`config.mk`:
```
export PLATFORM = sky130hd
export DESIGN_NAME = bus_ctrl
export DESIGN_NICKNAME = d
export VERILOG_FILES = /design/src/rtl/bus_pkg.sv /design/src/rtl/bus_decode.sv /design/src/rtl/bus_ctrl.sv
export SDC_FILE = /design/constraint.sdc
export NUM_CORES = 1
export LEC_CHECK = 0
export ABC_AREA = 1
export ABC_CLOCK_PERIOD_IN_PS = 2770
export CORE_AREA = 2 2 63 65
export DETAILED_ROUTE_END_ITERATION = 8
export DIE_AREA = 0 0 65 67
export DONT_BUFFER_PORTS = 1
export PLACE_DENSITY = 0.6
export SLEW_MARGIN = 20
export SYNTH_ARGS = -nofsm -noshare
export SYNTH_HDL_FRONTEND = slang
export SYNTH_SLANG_ARGS = --single-unit
```
`constraint.sdc`:
```
create_clock -name clk -period 2.77 [get_ports clk]
set_input_delay 0.554 -clock clk [delete_from_list [all_inputs] [get_ports clk]]
set_output_delay 0.554 -clock clk [all_outputs]
set_load 0.005 [all_outputs]
```
`src/rtl/bus_pkg.sv`:
```
// Shared types and decode constants for the fx68k bus cycle controller.
package bus_pkg;

  typedef enum logic [2:0] {
    REG_ROM,
    REG_RAM,
    REG_LED,
    REG_PERIPH,
    REG_NONE
  } region_t;

  localparam logic [3:0] ROM_BASE    = 4'h0;
  localparam logic [3:0] RAM_BASE    = 4'h1;
  localparam logic [3:0] LED_BASE    = 4'h2;
  localparam logic [5:0] PERIPH_BASE = 6'b011000;

  typedef enum logic [2:0] {
    S_IDLE,
    S_WAIT,
    S_ACK,
    S_BERR,
    S_LDR
  } state_t;

endpackage

```
`src/rtl/bus_decode.sv`:
```
// Combinational CPU address decode into a region, qualified by the address strobe.
module bus_decode
  import bus_pkg::*;
(
  input  logic [23:12] addr_hi,
  input  logic         as_n,
  output region_t      region,
  output logic         vpa_n
);

  always_comb begin
    region = REG_NONE;
    if (!as_n) begin
      if (addr_hi[23:18] == PERIPH_BASE) begin
        region = REG_PERIPH;
      end else if (addr_hi[23:16] == 8'h00) begin
        case (addr_hi[15:12])
          ROM_BASE: region = REG_ROM;
          RAM_BASE: region = REG_RAM;
          LED_BASE: region = REG_LED;
          default:  region = REG_NONE;
        endcase
      end
    end
  end

  assign vpa_n = (region != REG_PERIPH);

endmodule

```
`src/rtl/bus_ctrl.sv`:
```
// fx68k bus cycle controller: wait-state insertion, DTACKn/BERRn generation
// and work RAM sharing with a loader between CPU bus cycles.
module bus_ctrl
  import bus_pkg::*;
#(
  parameter int ROM_WAIT = 1,
  parameter int RAM_WAIT = 1,
  parameter int TIMEOUT  = 63
) (
  input  logic        clk,
  input  logic        rst,
  input  logic [23:1] cpu_addr,
  input  logic        cpu_as_n,
  input  logic        cpu_uds_n,
  input  logic        cpu_lds_n,
  input  logic        cpu_rw,
  input  logic [15:0] cpu_dout,
  output logic [15:0] cpu_din,
  output logic        dtack_n,
  output logic        berr_n,
  output logic        vpa_n,
  output logic        rom_cs,
  output logic [7:0]  rom_addr,
  input  logic [15:0] rom_dout,
  output logic        ram_we,
  output logic [1:0]  ram_mask,
  output logic [10:0] ram_addr,
  output logic [15:0] ram_din,
  input  logic [15:0] ram_dout,
  output logic        led_we,
  input  logic        ldr_req,
  input  logic [10:0] ldr_addr,
  input  logic [15:0] ldr_din,
  output logic        ldr_ack
);

  localparam int CW = $clog2(TIMEOUT + 1);

  region_t         region;
  state_t          state, state_n;
  logic [CW-1:0]   cnt, cnt_n;
  logic            err, err_n;
  logic            strobe;

  bus_decode u_decode (
    .addr_hi (cpu_addr[23:12]),
    .as_n    (cpu_as_n),
    .region  (region),
    .vpa_n   (vpa_n)
  );

  always_ff @(posedge clk or posedge rst) begin
    if (rst) begin
      state   <= S_IDLE;
      cnt     <= '0;
      err     <= 1'b0;
      dtack_n <= 1'b1;
      berr_n  <= 1'b1;
      ldr_ack <= 1'b0;
    end else begin
      state   <= state_n;
      cnt     <= cnt_n;
      err     <= err_n;
      dtack_n <= (state_n != S_ACK);
      berr_n  <= (state_n != S_BERR);
      ldr_ack <= (state == S_LDR);
    end
  end

  always_comb begin
    state_n = state;
    cnt_n   = cnt;
    err_n   = err;
    case (state)
      S_IDLE: begin
        if (!cpu_as_n) begin
          // Peripheral cycles are terminated by VPA, so the FSM stays put.
          case (region)
            REG_ROM: begin
              state_n = S_WAIT;
              cnt_n   = CW'(ROM_WAIT);
              err_n   = 1'b0;
            end
            REG_RAM, REG_LED: begin
              state_n = S_WAIT;
              cnt_n   = CW'(RAM_WAIT);
              err_n   = 1'b0;
            end
            REG_NONE: begin
              state_n = S_WAIT;
              cnt_n   = CW'(TIMEOUT);
              err_n   = 1'b1;
            end
            default: ;
          endcase
        end else if (ldr_req) begin
          state_n = S_LDR;
        end
      end
      S_WAIT: begin
        if (cpu_as_n) begin
          state_n = S_IDLE;
        end else if (cnt != '0) begin
          cnt_n = cnt - CW'(1);
        end else begin
          state_n = err ? S_BERR : S_ACK;
        end
      end
      S_ACK, S_BERR: begin
        if (cpu_as_n) state_n = S_IDLE;
      end
      S_LDR:   state_n = S_IDLE;
      default: state_n = S_IDLE;
    endcase
  end

  // Write strobes fire in the last wait cycle so memory captures before DTACKn.
  assign strobe = (state == S_WAIT) && (cnt == '0) && !cpu_rw && !err;

  always_comb begin
    ram_we   = (strobe && region == REG_RAM) || (state == S_LDR);
    led_we   = strobe && region == REG_LED;
    ram_mask = {!cpu_uds_n, !cpu_lds_n};
    ram_addr = cpu_addr[11:1];
    ram_din  = cpu_dout;
    if (state == S_LDR) begin
      ram_mask = 2'b11;
      ram_addr = ldr_addr;
      ram_din  = ldr_din;
    end
  end

  assign rom_cs   = (region == REG_ROM);
  assign rom_addr = cpu_addr[8:1];
  assign cpu_din  = (region == REG_RAM) ? ram_dout : rom_dout;

endmodule

```
# Word-level counts from Yosys, hierarchy flattened
# Cells that the tools add are included.
# totals
in_bits	105
wordCells	70
output_inout_bits	60
regBits	13
# op_classes
eq_ne	17
mux	22
n_reduce_logical	23
bitwise	1
add_sub_neg	1
# ops
operator	n
two-way mux 16 bit	2
two-way mux 3 bit	9
one-hot mux 6 bit (2 select lines)	2
two-way mux 6 bit	3
one-hot mux 3 bit (3 select lines)	2
!= test 3 x 2 -> 1 bit (second input constant)	4
two-way mux 11 bit	1
== test 3 x 2 -> 1 bit (second input constant)	3
logical NOT 8 bit	1
== test 3 x 1 -> 1 bit (second input constant)	2
== test 3 bit (second input constant)	2
== test 6 x 5 -> 1 bit (second input constant)	1
logical NOT 3 bit	2
logical NOT 6 bit	1
!= test 2 bit (second input constant)	3
nonzero test 6 bit	1
subtractor 6 x 1 -> 6 bit (second input constant)	1
logical AND 1 bit	5
AND reduction 5 bit	1
== test 4 x 1 -> 1 bit (second input constant)	1
== test 4 x 2 -> 1 bit (second input constant)	1
logical NOT 1 bit	4
logical NOT 4 bit	1
nonzero test 2 bit	2
9 further kinds	9

# Depth between registers and ports, before layout
# depth
word_depth	11
ltp_mapped	11
mapped_depth_nobuf	11

# Cells and area by module
# From an unflattened synthesis, not the netlist that was laid out.
# unflattened
cells_unflattened	254
hier_area_um2	1604.0
# by_module_without_submodules
module	area_each_um2	seq_area_each_um2	cells_each	n_inst
bus_ctrl	1477.7	327.8	226	1
bus_decode	126.4	0.0	28	1

# Least setup slack after synthesis
# No wires, ideal clock.
# synth_timing
path_kind	input-to-output
start	input cpu_addr[17] (netlist name)
end	output cpu_din[10]
arrival_ns	1.427
setup_slack_ns	0.789
path_stages	10
required_time_ns	2.216
n_path_buf	1
path_cell_list	nor2_1 > nand2_1 > nor2_4 > nand2_2 > nand2_2 > nand2_4 > nor2_8 > buf_8 > nand2_1 > nand2_1
# synth_via
elab_chain_len	6
# synth_lines
element	line_no	rtl
start: declaration	bus_ctrl.sv:12	input logic [23:1] cpu_addr,
logical NOT 8 bit	bus_decode.sv:16	end else if (addr_hi[23:16] == 8'h00) begin
two-way mux 3 bit	bus_decode.sv:16	
two-way mux 3 bit	bus_decode.sv:14	if (addr_hi[23:18] == PERIPH_BASE) begin
two-way mux 3 bit	bus_decode.sv:13	if (!as_n) begin
== test 3 x 1 -> 1 bit	bus_ctrl.sv:135	assign cpu_din = (region == REG_RAM) ? ram_dout : rom_dout;
two-way mux 16 bit	bus_ctrl.sv:135	
end: declaration	bus_ctrl.sv:18	output logic [15:0] cpu_din,
# Every way passes these cells.

# Final worst setup path
# layout_timing
start	register cnt[0]
end	output ram_we
# layout_via
elab_chain_len	6
# layout_lines
element	line_no	rtl
start: declaration	bus_ctrl.sv:41	logic [CW-1:0] cnt, cnt_n;
start signal: assignment	bus_ctrl.sv:62	cnt <= cnt_n;
logical NOT 6 bit	bus_ctrl.sv:118	assign strobe = (state == S_WAIT) && (cnt == '0) && !cpu_rw && !err;
logical AND 1 bit (3 in a row)	bus_ctrl.sv:118	
logical AND 1 bit	bus_ctrl.sv:121	ram_we = (strobe && region == REG_RAM) || (state == S_LDR);
logical OR 1 bit	bus_ctrl.sv:121	
end: declaration	bus_ctrl.sv:25	output logic ram_we,
# Every way passes these cells.

==> results by group <==
CTS
  • CTS tree: done
  • CTS Buf Count: 3
  • Postcts setup bufs: 0
  • Clock sinks: 13
  • H-tree depth: 1
  • Clock slew at the register clock pins of the worst setup and hold paths: 0.06 ns
  • CTS Root Cell: clkbuf_8
  • Clock buffer depth: 2
  • Clock Latency Late Sink: 0.25 ns
  • # resized after CTS: 0
  • CTS hold repair buffers: 0

Drt
  • Top sig layer: met5
  • DRT Pass-1 Iters: 4
  • DRT Wirelength: 4.41 mm
  • WL met1: 1.69 mm
  • Via Count: 1625
  • Drt wl/cell: 14.0 microns
  • Met2 WL: 2.11 mm
  • Met3 routed WL: 530 microns
  • Initial drt markers: 60
  • Remaining DRCs: 0
  • Vias/cell: 5.18
  • Post-route ant nets: 0

Yosys
  • Most common flop cell mapped by yosys: dfrtp_1
  • Synth top area cells: nand2_1 38%, dfrtp_1 18%, o21ai_0 5.3%
  • Syn_area_per_cell: 5.46 sq um
  • Async S/R FF share, synth: 100%
  • Post-synth cell types: 29
  • Post-Syn Instances: 278
  • Syn. warnings: 0
  • Area fraction of the dominant cell type after synthesis: 38.3%
  • Most common cell in the netlist: nand2_1
  • Sequential share of the synthesized area: 21.6%
  • Post-synth EDFFs: 0
  • Post-synth top cells: 155 x nand2_1, 19 x nor2_1, 18 x inv_1
  • Syn_nets: 384
  • #FFs+latches synth: 13
  • Synthesized area: 1520 sq um
  • Synth area leader: nand2_1

Critical path
  • WP data arrival: 1.82 ns
  • Critical path's largest stage delay: 0.38 ns
  • R2R depth: 11
  • Top delay family on crit path: simple AND/OR/NAND/NOR gates
  • Slowest CP cell: dfrtp_1
  • Crit path buf inv count: 2
  • Critical-path cell list: inv_1 -> ha_1 -> inv_1 -> nor3_1 -> nand3_1 -> nor4_1 -> nand2_1 -> nand2_1
  • Reg-to-Reg End: cnt[0]
  • Worst Path Required: 2.22 ns
  • FF-to-FF Start: cnt[0]
  • R2R Setup Slk: 0.98 ns
  • Crit-path max FO: 3
  • Endpoint type of the worst setup path: output pin
  • Crit Path Class: register to output pin
  • Crit start category: register

Timing
  • Worst-margin pin slew: 0.486 ns
  • Final Max Tran Viols: 0
  • RSZ-0062 raised after global routing: no
  • Fin crit share: 85.7%
  • Slew HR: 67.6%
  • Minimum clock period: 2.37 ns
  • Maximum clock frequency: 421 MHz
  • Clock skew: 0.00447 ns
  • Final setup TNS: 0 ns
  • Final Hold Vio Count: 0
  • Final setup violating endpoints: 0

Power and ir drop
  • P_int: 0.000395 W
  • Leak: 0.848 nW
  • Power Dens Cells: 429 nW/um^2
  • Combinational share of power: 35.6%
  • Final Total Pwr: 0.000649 W
  • Psw: 0.000254 W
  • Peak VDD IR: 211 uV
  • Reg power frac: 38.2%
  • Clk pwr share: 26.2%
  • Switching power share of the total: 39.1%

Place
  • DP Wirelength: 3.69 mm
  • Port buffer count: 0
  • GPL Wtd Cong: 0.879

Finish
  • Antenna diodes: 0
  • Area grow syn2layout: -0.247%
  • Layout cells sized above 1: 7.52%
  • # nets final: 373

Floorplan
  • # rows: 22
  • Die width: 65 microns
  • Initial Utilization: 42.1%
  • # IOs: 165
  • Die Y-Extent: 67 microns
  • Die area: 4360 sq um
  • Core Box Area: 3610 sq um

Run
  • Max Cap Viol: 0

Outcome
  • Outcome: complete, no violations

Global route
  • First-pass GRT wire length: 6.37 mm
  • Vias in the first global route: 1378
  • Overflow after GRT: 0
  • GRT Resource Usage Total: 19.1%
  • Largest net degree at the start of global routing: 32
  • Initial antenna violation count: 2

Worst hold path
  • Tightest Hold Check Type: input port to async pin
-- routing by layer --
metal	track usage [%]	vias to the layer above
met4	4.79	4
met2	33.8	95
met3	7.94	9
li1	-	820
met5	0	-
met1	21.2	697
-- how the worst max path moves through the flow --
stage                       from           to  slack (ns)  cells past startpoint
CTS                       cnt[0]       led_we        0.37                      7
global placement    cpu_addr[17]  cpu_din[15]        0.58                      9
finish                    cnt[0]       ram_we        0.40                      8
detailed placement  cpu_addr[17]  cpu_din[15]        0.58                      9
floorplan           cpu_addr[17]  cpu_din[10]        0.79                     10
global route              cnt[0]       ram_we        0.12                      8
-- state kept, by name, indices dropped and copies added, names as in the netlist --
name,count
cnt,6
state,3
berr_n,1
dtack_n,1
err,1
ldr_ack,1
-- through the flow --
step                worst slack, ns  util (%)  instances  instance area [sq um]  hold slack (ns)
floorplan                     0.789         -        278                   1520            0.430
global placement              0.584      40.7        310                   1470            0.494
detailed placement            0.584      40.7        310                   1470            0.504
CTS                           0.374      42.0        314                   1510            0.233
global route                  0.122      42.0        314                   1510            0.247
finish                        0.395      42.0        314                   1510            0.212
-- power by group through the flow --
stage | registers (W) | clock network, W | logic (W)
6_report | 0.000248 | 0.000170 | 0.000231
5_1_grt | 0.000252 | 0.000187 | 0.000270
4_1_cts | 0.000248 | 0.000179 | 0.000234
3_5_place_dp | 0.000251 | 0 | 0.000234
3_3_place_gp | 0.000250 | 0 | 0.000232
2_1_floorplan | 0.000242 | 0 | 0.000204
-- cells by family (layout without fill, tap and decap cells) --
group | count (synthesis) | count (layout) | share of synthesized area (%)
simple gates | 200 | 200 | 55.5
buf+inv | 36 | 24 | 12.4
compound gates | 27 | 27 | 9.07
flops | 13 | 13 | 21.6
fa+ha+maj | 1 | 1 | 0.824
xor+xnor | 1 | 1 | 0.577
-- cell usage in the layout, fill, tap and decap left out --
master | Yosys | routed
o21ai_1 | 9 | 9
nand2_2 | 2 | 2
clkbuf_8 | 0 | 3
clkinv_2 | 0 | 1
or2_2 | 1 | 1
inv_2 | 1 | 1
nand4_1 | 1 | 1
a21boi_1 | 1 | 1
dfrtp_1 | 11 | 11
buf_4 | 8 | 1
nor4_1 | 1 | 1
inv_1 | 18 | 18
ha_1 | 1 | 1
nand3_1 | 9 | 9
nor2_4 | 1 | 1
nand2_4 | 2 | 2
and2_1 | 1 | 1
dfstp_2 | 2 | 2
nand2_1 | 155 | 155
nor2_2 | 4 | 4
nor2_8 | 1 | 1
nand3_4 | 1 | 1
nor2_1 | 19 | 19
nor3_1 | 2 | 2
o21ai_0 | 16 | 16
xor2_1 | 1 | 1
a21oi_1 | 1 | 1
-- final cells by class --
class,count,area [sq um]
clock buffers,3,41.3
clock inverters,1,5.00
fillers,407,2090
inverters,19,71.3
multi-input cells,229,1000
flip-flops and latches,13,328
well taps,48,60.1
repair buffers,1,7.51
Note: power is estimated with default switching activity, not from simulation.
